`src/rtl/lfsr_decrypt_engine.sv`:
```
// LFSR stream decrypter. It recovers the seed from the first ciphertext
// byte, then searches the tap table for the pattern that turns the preamble
// back into spaces. Once a tap matches, it decodes the whole message into
// the destination buffer. The design is a single-port master on a memory
// with combinational read.
module lfsr_decrypt_engine #(
    parameter int SRC_BASE = 64,
    parameter int DST_BASE = 0,
    parameter int MSG_LEN  = 64,
    parameter int PRE_LEN  = 10
) (
    input  logic       Clk,
    input  logic       Reset,
    input  logic       Start,
    output logic       Ack,
    output logic       Err,
    output logic [7:0] MemAddr,
    output logic       MemWrEn,
    output logic [7:0] MemWrData,
    input  logic [7:0] MemRdData,
    output logic [3:0] TapFound,
    output logic [6:0] SeedFound
);

    localparam logic [7:0] SRC_A    = 8'(SRC_BASE);
    localparam logic [7:0] DST_A    = 8'(DST_BASE);
    localparam logic [7:0] PRE_LAST = 8'(PRE_LEN - 1);
    localparam logic [7:0] MSG_LAST = 8'(MSG_LEN - 1);
    localparam logic [6:0] SPACE    = 7'h20;
    localparam logic [3:0] LAST_TAP = 4'd8;

    typedef enum logic [2:0] {
        S_IDLE,
        S_SEED,
        S_SEARCH,
        S_NEXT_TAP,
        S_DECODE_RD,
        S_DECODE_WR,
        S_DONE
    } state_t;

    state_t     state_q, state_d;
    logic [3:0] idx_q, idx_d;     // tap index under test / in use
    logic [7:0] i_q, i_d;         // byte index within the message
    logic [6:0] s_q, s_d;         // keystream value for byte i
    logic [6:0] seed_q, seed_d;
    logic [6:0] byte_q, byte_d;   // decoded byte waiting to be written
    logic       err_q, err_d;
    logic [3:0] tap_q, tap_d;
    logic       start_q;
    logic       start_rise;
    logic [6:0] rd_plain;
    logic       rd_unused;

    // Tap table, searched in index order.
    function automatic logic [6:0] tap_of(input logic [3:0] idx);
        case (idx)
            4'd0:    tap_of = 7'h60;
            4'd1:    tap_of = 7'h48;
            4'd2:    tap_of = 7'h78;
            4'd3:    tap_of = 7'h72;
            4'd4:    tap_of = 7'h6A;
            4'd5:    tap_of = 7'h69;
            4'd6:    tap_of = 7'h5C;
            4'd7:    tap_of = 7'h7E;
            default: tap_of = 7'h7B;
        endcase
    endfunction

    // One keystream step: shift left, feedback is parity of tapped bits.
    function automatic logic [6:0] lfsr_next(input logic [6:0] s, input logic [6:0] tap);
        lfsr_next = {s[5:0], ^(s & tap)};
    endfunction

    // Ciphertext bit 7 carries nothing; only the low seven bits are used.
    assign rd_unused  = MemRdData[7];
    assign rd_plain   = MemRdData[6:0] ^ s_q;
    assign start_rise = Start & ~start_q;

    assign Ack       = (state_q == S_DONE);
    assign Err       = err_q;
    assign TapFound  = tap_q;
    assign SeedFound = seed_q;

    // Next-state, register updates and memory bus drive for the current state.
    always_comb begin
        state_d   = state_q;
        idx_d     = idx_q;
        i_d       = i_q;
        s_d       = s_q;
        seed_d    = seed_q;
        byte_d    = byte_q;
        err_d     = err_q;
        tap_d     = tap_q;
        MemAddr   = 8'h00;
        MemWrEn   = 1'b0;
        MemWrData = 8'h00;

        case (state_q)
            S_IDLE: begin
                if (Start) begin
                    state_d = S_SEED;
                    err_d   = 1'b0;
                    tap_d   = 4'd0;
                end
            end

            S_SEED: begin
                // Plaintext byte 0 is a space, so c[0] ^ space is the seed.
                MemAddr = SRC_A;
                seed_d  = MemRdData[6:0] ^ SPACE;
                s_d     = lfsr_next(MemRdData[6:0] ^ SPACE, tap_of(4'd0));
                idx_d   = 4'd0;
                i_d     = 8'd1;
                state_d = S_SEARCH;
            end

            S_SEARCH: begin
                MemAddr = SRC_A + i_q;
                if (rd_plain == SPACE) begin
                    if (i_q == PRE_LAST) begin
                        tap_d   = idx_q;
                        i_d     = 8'd0;
                        s_d     = seed_q;
                        state_d = S_DECODE_RD;
                    end else begin
                        i_d = i_q + 8'd1;
                        s_d = lfsr_next(s_q, tap_of(idx_q));
                    end
                end else begin
                    state_d = S_NEXT_TAP;
                end
            end

            S_NEXT_TAP: begin
                if (idx_q == LAST_TAP) begin
                    err_d   = 1'b1;
                    state_d = S_DONE;
                end else begin
                    idx_d   = idx_q + 4'd1;
                    i_d     = 8'd1;
                    s_d     = lfsr_next(seed_q, tap_of(idx_q + 4'd1));
                    state_d = S_SEARCH;
                end
            end

            S_DECODE_RD: begin
                MemAddr = SRC_A + i_q;
                byte_d  = rd_plain;
                state_d = S_DECODE_WR;
            end

            S_DECODE_WR: begin
                MemAddr   = DST_A + i_q;
                MemWrEn   = 1'b1;
                MemWrData = {1'b0, byte_q};
                s_d       = lfsr_next(s_q, tap_of(idx_q));
                if (i_q == MSG_LAST) begin
                    state_d = S_DONE;
                end else begin
                    i_d     = i_q + 8'd1;
                    state_d = S_DECODE_RD;
                end
            end

            S_DONE: begin
                // Only a fresh rising edge restarts; a held level does not loop.
                if (start_rise) begin
                    state_d = S_SEED;
                    err_d   = 1'b0;
                    tap_d   = 4'd0;
                end
            end

            default: state_d = S_IDLE;
        endcase
    end

    // Registers: control and visible results are reset, work registers are not.
    always_ff @(posedge Clk) begin
        if (Reset) begin
            state_q <= S_IDLE;
            err_q   <= 1'b0;
            tap_q   <= 4'd0;
            seed_q  <= 7'd0;
            start_q <= 1'b0;
        end else begin
            state_q <= state_d;
            err_q   <= err_d;
            tap_q   <= tap_d;
            seed_q  <= seed_d;
            start_q <= Start;
        end
        idx_q  <= idx_d;
        i_q    <= i_d;
        s_q    <= s_d;
        byte_q <= byte_d;
    end

endmodule
```
`config.mk`:
```
export PLATFORM = sky130hd
export DESIGN_NAME = lfsr_decrypt_engine
export DESIGN_NICKNAME = d
export VERILOG_FILES = /design/src/rtl/lfsr_decrypt_engine.sv
export SDC_FILE = /design/constraint.sdc
export NUM_CORES = 1
export LEC_CHECK = 0
export ABC_AREA = 1
export BUFFER_PORTS_ARGS = -buffer_cell sky130_fd_sc_hd__buf_2
export CAP_MARGIN = 20
export CELL_PAD_IN_SITES_DETAIL_PLACEMENT = 1
export CELL_PAD_IN_SITES_GLOBAL_PLACEMENT = 1
export CORE_ASPECT_RATIO = 0.9
export CORE_UTILIZATION = 24
export DETAILED_ROUTE_END_ITERATION = 6
export PLACE_DENSITY = 0.53
export SYNTH_ARGS = -nofsm -noshare
export SYNTH_HDL_FRONTEND = slang
export SYNTH_SLANG_ARGS = --single-unit
```
`constraint.sdc`:
```
create_clock -name Clk -period 2.6 [get_ports Clk]
set_input_delay 0.26 -clock Clk [delete_from_list [all_inputs] [get_ports Clk]]
set_output_delay 0.26 -clock Clk [all_outputs]
set_load 0.005 [all_outputs]
```
==> impl_metrics.tcl <==
set metrics [dict create \
    number_of_levels_the_h_tree_was_split_into 2 \
    postCtsHoldBufs 0 \
    grt_first_pass_wirelength_um 14100 \
    synth_edf_count 26 \
    place_congestion 0.749 \
    hold_violations 0 \
    worst_path_dominant_cell_family "simple AND/OR/NAND/NOR gates" \
    avgSynthCellArea_um2 7.64 \
    post-cts-setup-buffers 0 \
    total_setup_violations_reported_at_the_end_of_the_flow 0 \
    critical-path-max-stage-delay_ps 410 \
    cell_chain_critical_path "inv_1 > ha_1 > nand2_1 > nor3_1 > nand3_1 > nand2_1 > nand2_1 > nand3_1 > nand2_1 > nand2_1 > nand2_1" \
    die_width_um 120 \
    async_s_r_ff_share_synth 0 \
    route.detailed.drc 0 \
    drtAntennaViolNets 0 \
    clockRootBuffer "sky130_fd_sc_hd__clkbuf_16" \
    dp_hpwl_um 6800 \
    routed_wirelength_um 8460 \
    status "finished, final reports clean" \
    die_y_um 108 \
    yosys_warnings 0 \
    floorplan.die_area_um2 12900 \
    drt_wl_cell_um 14.2 \
    diodes 0 \
    floorplan.rows 38 \
    synth_sequential_area_ratio 0.409 \
    cp_common_cell "sky130_fd_sc_hd__nand2_1" \
    finalNonFillerCells 595 \
    cts_tree "built" \
    drt_pre_antenna_iters 4 \
    postSynthNetCount 413 \
    number_of_maximum_capacitance_constraint_violations 0 \
    setup-tns-final_ps 0 \
    worst_hold_path.num_cells 3 \
    crit_path_start_kind "register" \
    synth-seq-cells 48 \
    drv_slew 0 \
    critPathBufInv 1 \
    relSlewSlack 0.571 \
    drive_above_1_share 0.189 \
    worst_pin_slew_ps 641 \
    final.period_utilization 0.856 \
    initial_utilization 0.247 \
    ff_latch_area_um2 1220 \
    mappedNetlistArea_um2 2990 \
    fillCellCount 1516 \
    numPlacedInstances 587 \
    grt_use_total 0.141 \
    numCtsBuffers 5 \
    achievable-frequency_mhz 450 \
    post_drt_via_cell_ratio 4.38 \
    post-route-min-period_ps 2220 \
    cts.repair.resized 0 \
    rsz0062_at_grt "false" \
    worstPathRequired_ps 2640 \
    critPathKind "register to register" \
    worstSetupPathDepth 11 \
    worst_path_max_delay_cell "sky130_fd_sc_hd__edfxtp_1" \
    clkTransAtPathRegs_ps 70 \
    worst_r2r_path_depth 11 \
    post_layout_net_count 456 \
    multi_input_comb_area_um2 1520 \
    syn_to_final_growth_pct 17.6 \
    power.density_nw_per_um2 664 \
    leakage_nw 1.67 \
    gr-total-overflow 0 \
    grt_max_degree 16 \
    number_of_drc_markers_in_iteration_0 130 \
    crit_end_element "register" \
    synth_ff_type "sky130_fd_sc_hd__edfxtp_1" \
    io_buffers 38 \
    clock-skew-final_ps 5.63 \
    floorplan.core_area_um2 12100 \
    hold_class "input pin to register" \
    first_global_vias 2707 \
    num_vias 2606 \
    max-vdd-ir-drop_v 0.000264 \
    post_synthesis_cell_count 391 \
    clock_insertion_delay_worst_skew_ps 280 \
    number_of_clock_sinks 48 \
    max-clock-path-buffers 2 \
    ys_types 38 \
    crit_fanout 11 \
    ioPinCount 41 \
    worst-endpoint-arrival_ps 2270 \
    grt_antenna_before_repair 0 \
]
==> final cells by class <==
cell class | count | area share
Clock buffer | 6 | 0.0367
Clock inverter | 2 | 0.00356
Inverter | 56 | 0.0609
Multi-Input combinational cell | 282 | 0.434
Sequential cell | 48 | 0.348
Tap cell | 160 | 0.0570
Timing Repair Buffer | 41 | 0.0606
==> power breakdown <==
group,total [mW],leakage [nW],internal [mW],switching (mW)
logic,0.675,1.18,0.229,0.445
clock network,0.636,0.0669,0.356,0.281
registers,1.02,0.427,0.924,0.0974
==> synth_stat cells (2+ instances only) <==
cell type,count,share of area
sky130_fd_sc_hd__a21oi_1,16,0.027
sky130_fd_sc_hd__a22oi_1,9,0.023
sky130_fd_sc_hd__a31oi_1,3,0.0063
sky130_fd_sc_hd__buf_2,2,0.0034
sky130_fd_sc_hd__buf_4,2,0.0050
sky130_fd_sc_hd__dfxtp_1,22,0.15
sky130_fd_sc_hd__edfxtp_1,26,0.26
sky130_fd_sc_hd__ha_1,11,0.046
sky130_fd_sc_hd__inv_1,43,0.054
sky130_fd_sc_hd__inv_2,11,0.014
sky130_fd_sc_hd__nand2_1,110,0.14
sky130_fd_sc_hd__nand2_2,4,0.0084
sky130_fd_sc_hd__nand2_4,4,0.015
sky130_fd_sc_hd__nand3_1,29,0.049
sky130_fd_sc_hd__nand4_1,5,0.010
sky130_fd_sc_hd__nor2_1,42,0.053
sky130_fd_sc_hd__nor2_4,3,0.011
sky130_fd_sc_hd__nor3_1,4,0.0067
sky130_fd_sc_hd__nor3_4,2,0.011
sky130_fd_sc_hd__o21ai_0,12,0.020
sky130_fd_sc_hd__o21ai_1,3,0.0050
sky130_fd_sc_hd__o21ai_2,2,0.0059
sky130_fd_sc_hd__xnor2_1,2,0.0059
sky130_fd_sc_hd__xor2_1,10,0.029
==> worst reg2reg max path, cell delays in order, from the launching register on <==
cell,delay (ps)
sky130_fd_sc_hd__edfxtp_1,410
sky130_fd_sc_hd__inv_1,130
sky130_fd_sc_hd__ha_1,220
sky130_fd_sc_hd__nand2_1,70
sky130_fd_sc_hd__nor3_1,130
sky130_fd_sc_hd__nand3_1,200
sky130_fd_sc_hd__nand2_1,140
sky130_fd_sc_hd__nand2_1,290
sky130_fd_sc_hd__nand3_1,210
sky130_fd_sc_hd__nand2_1,60
sky130_fd_sc_hd__nand2_1,50
sky130_fd_sc_hd__nand2_1,50
==> through the flow <==
| step | util | cell area [um2] | total power, mW | setup WS, ps | hold slack, ps |
|---|---|---|---|---|---|
| CTS | 0.291 | 3510 | 2.37 | 341 | 211 |
| global route | 0.291 | 3510 | 2.50 | 53.7 | 247 |
| finish | 0.291 | 3510 | 2.33 | 375 | 212 |
| detailed placement | 0.279 | 3370 | 1.72 | 353 | 460 |
| global placement | 0.279 | 3370 | 1.71 | 366 | 456 |
| floorplan | - | 2990 | 1.49 | 571 | 329 |
==> per-layer routing <==
metal  routed length, um  GRT usage  vias to the layer above
met1                4470      0.205                     1221
met2                3730      0.220                       32
met4                  42     0.0268                        0
li1                    -          -                     1351
met3                 209     0.0228                        2
met5                   0          0                        -
==> cell usage in the layout (no fill, tap or decap), drive strengths merged <==
cell / netlist / final
nand2: 118 / 118
inv: 55 / 55
nor2: 47 / 47
buf: 4 / 41
nand3: 29 / 29
edfxtp: 26 / 26
dfxtp: 22 / 22
o21ai: 18 / 18
a21oi: 16 / 16
ha: 11 / 11
xor2: 11 / 11
a22oi: 9 / 9
nor3: 7 / 7
nand4: 6 / 6
clkbuf: 1 / 6
a31oi: 3 / 3
xnor2: 2 / 2
clkinv: 1 / 2
a41oi: 1 / 1
o22ai: 1 / 1
nand3b: 1 / 1
mux2i: 1 / 1
conb: 1 / 1
clkinvlp: 0 / 1
==> worst paths after layout <==
path                             from                  endpoint  slack [ps]
max                  i_q[6]$_DFFE_PP_          s_q[0]$_DFFE_PP_         380
min                             Start        start_q$_SDFF_PP0_         210
max reg2reg          i_q[6]$_DFFE_PP_          s_q[0]$_DFFE_PP_         380
min reg2reg  TapFound[3]$_SDFFE_PP0P_  TapFound[3]$_SDFFE_PP0P_         470
==> cells by family after synthesis <==
kind of cell    count (synthesis)  share of synthesized area
simple gates                  208                      0.321
buf+inv                        61                     0.0813
compound gates                 48                     0.0972
flops                          48                      0.409
xor+xnor                       13                     0.0406
fa+ha+maj                      11                     0.0461
other cells                     1                    0.00126
mux                             1                    0.00335
Power figures use the tool's default switching activity.
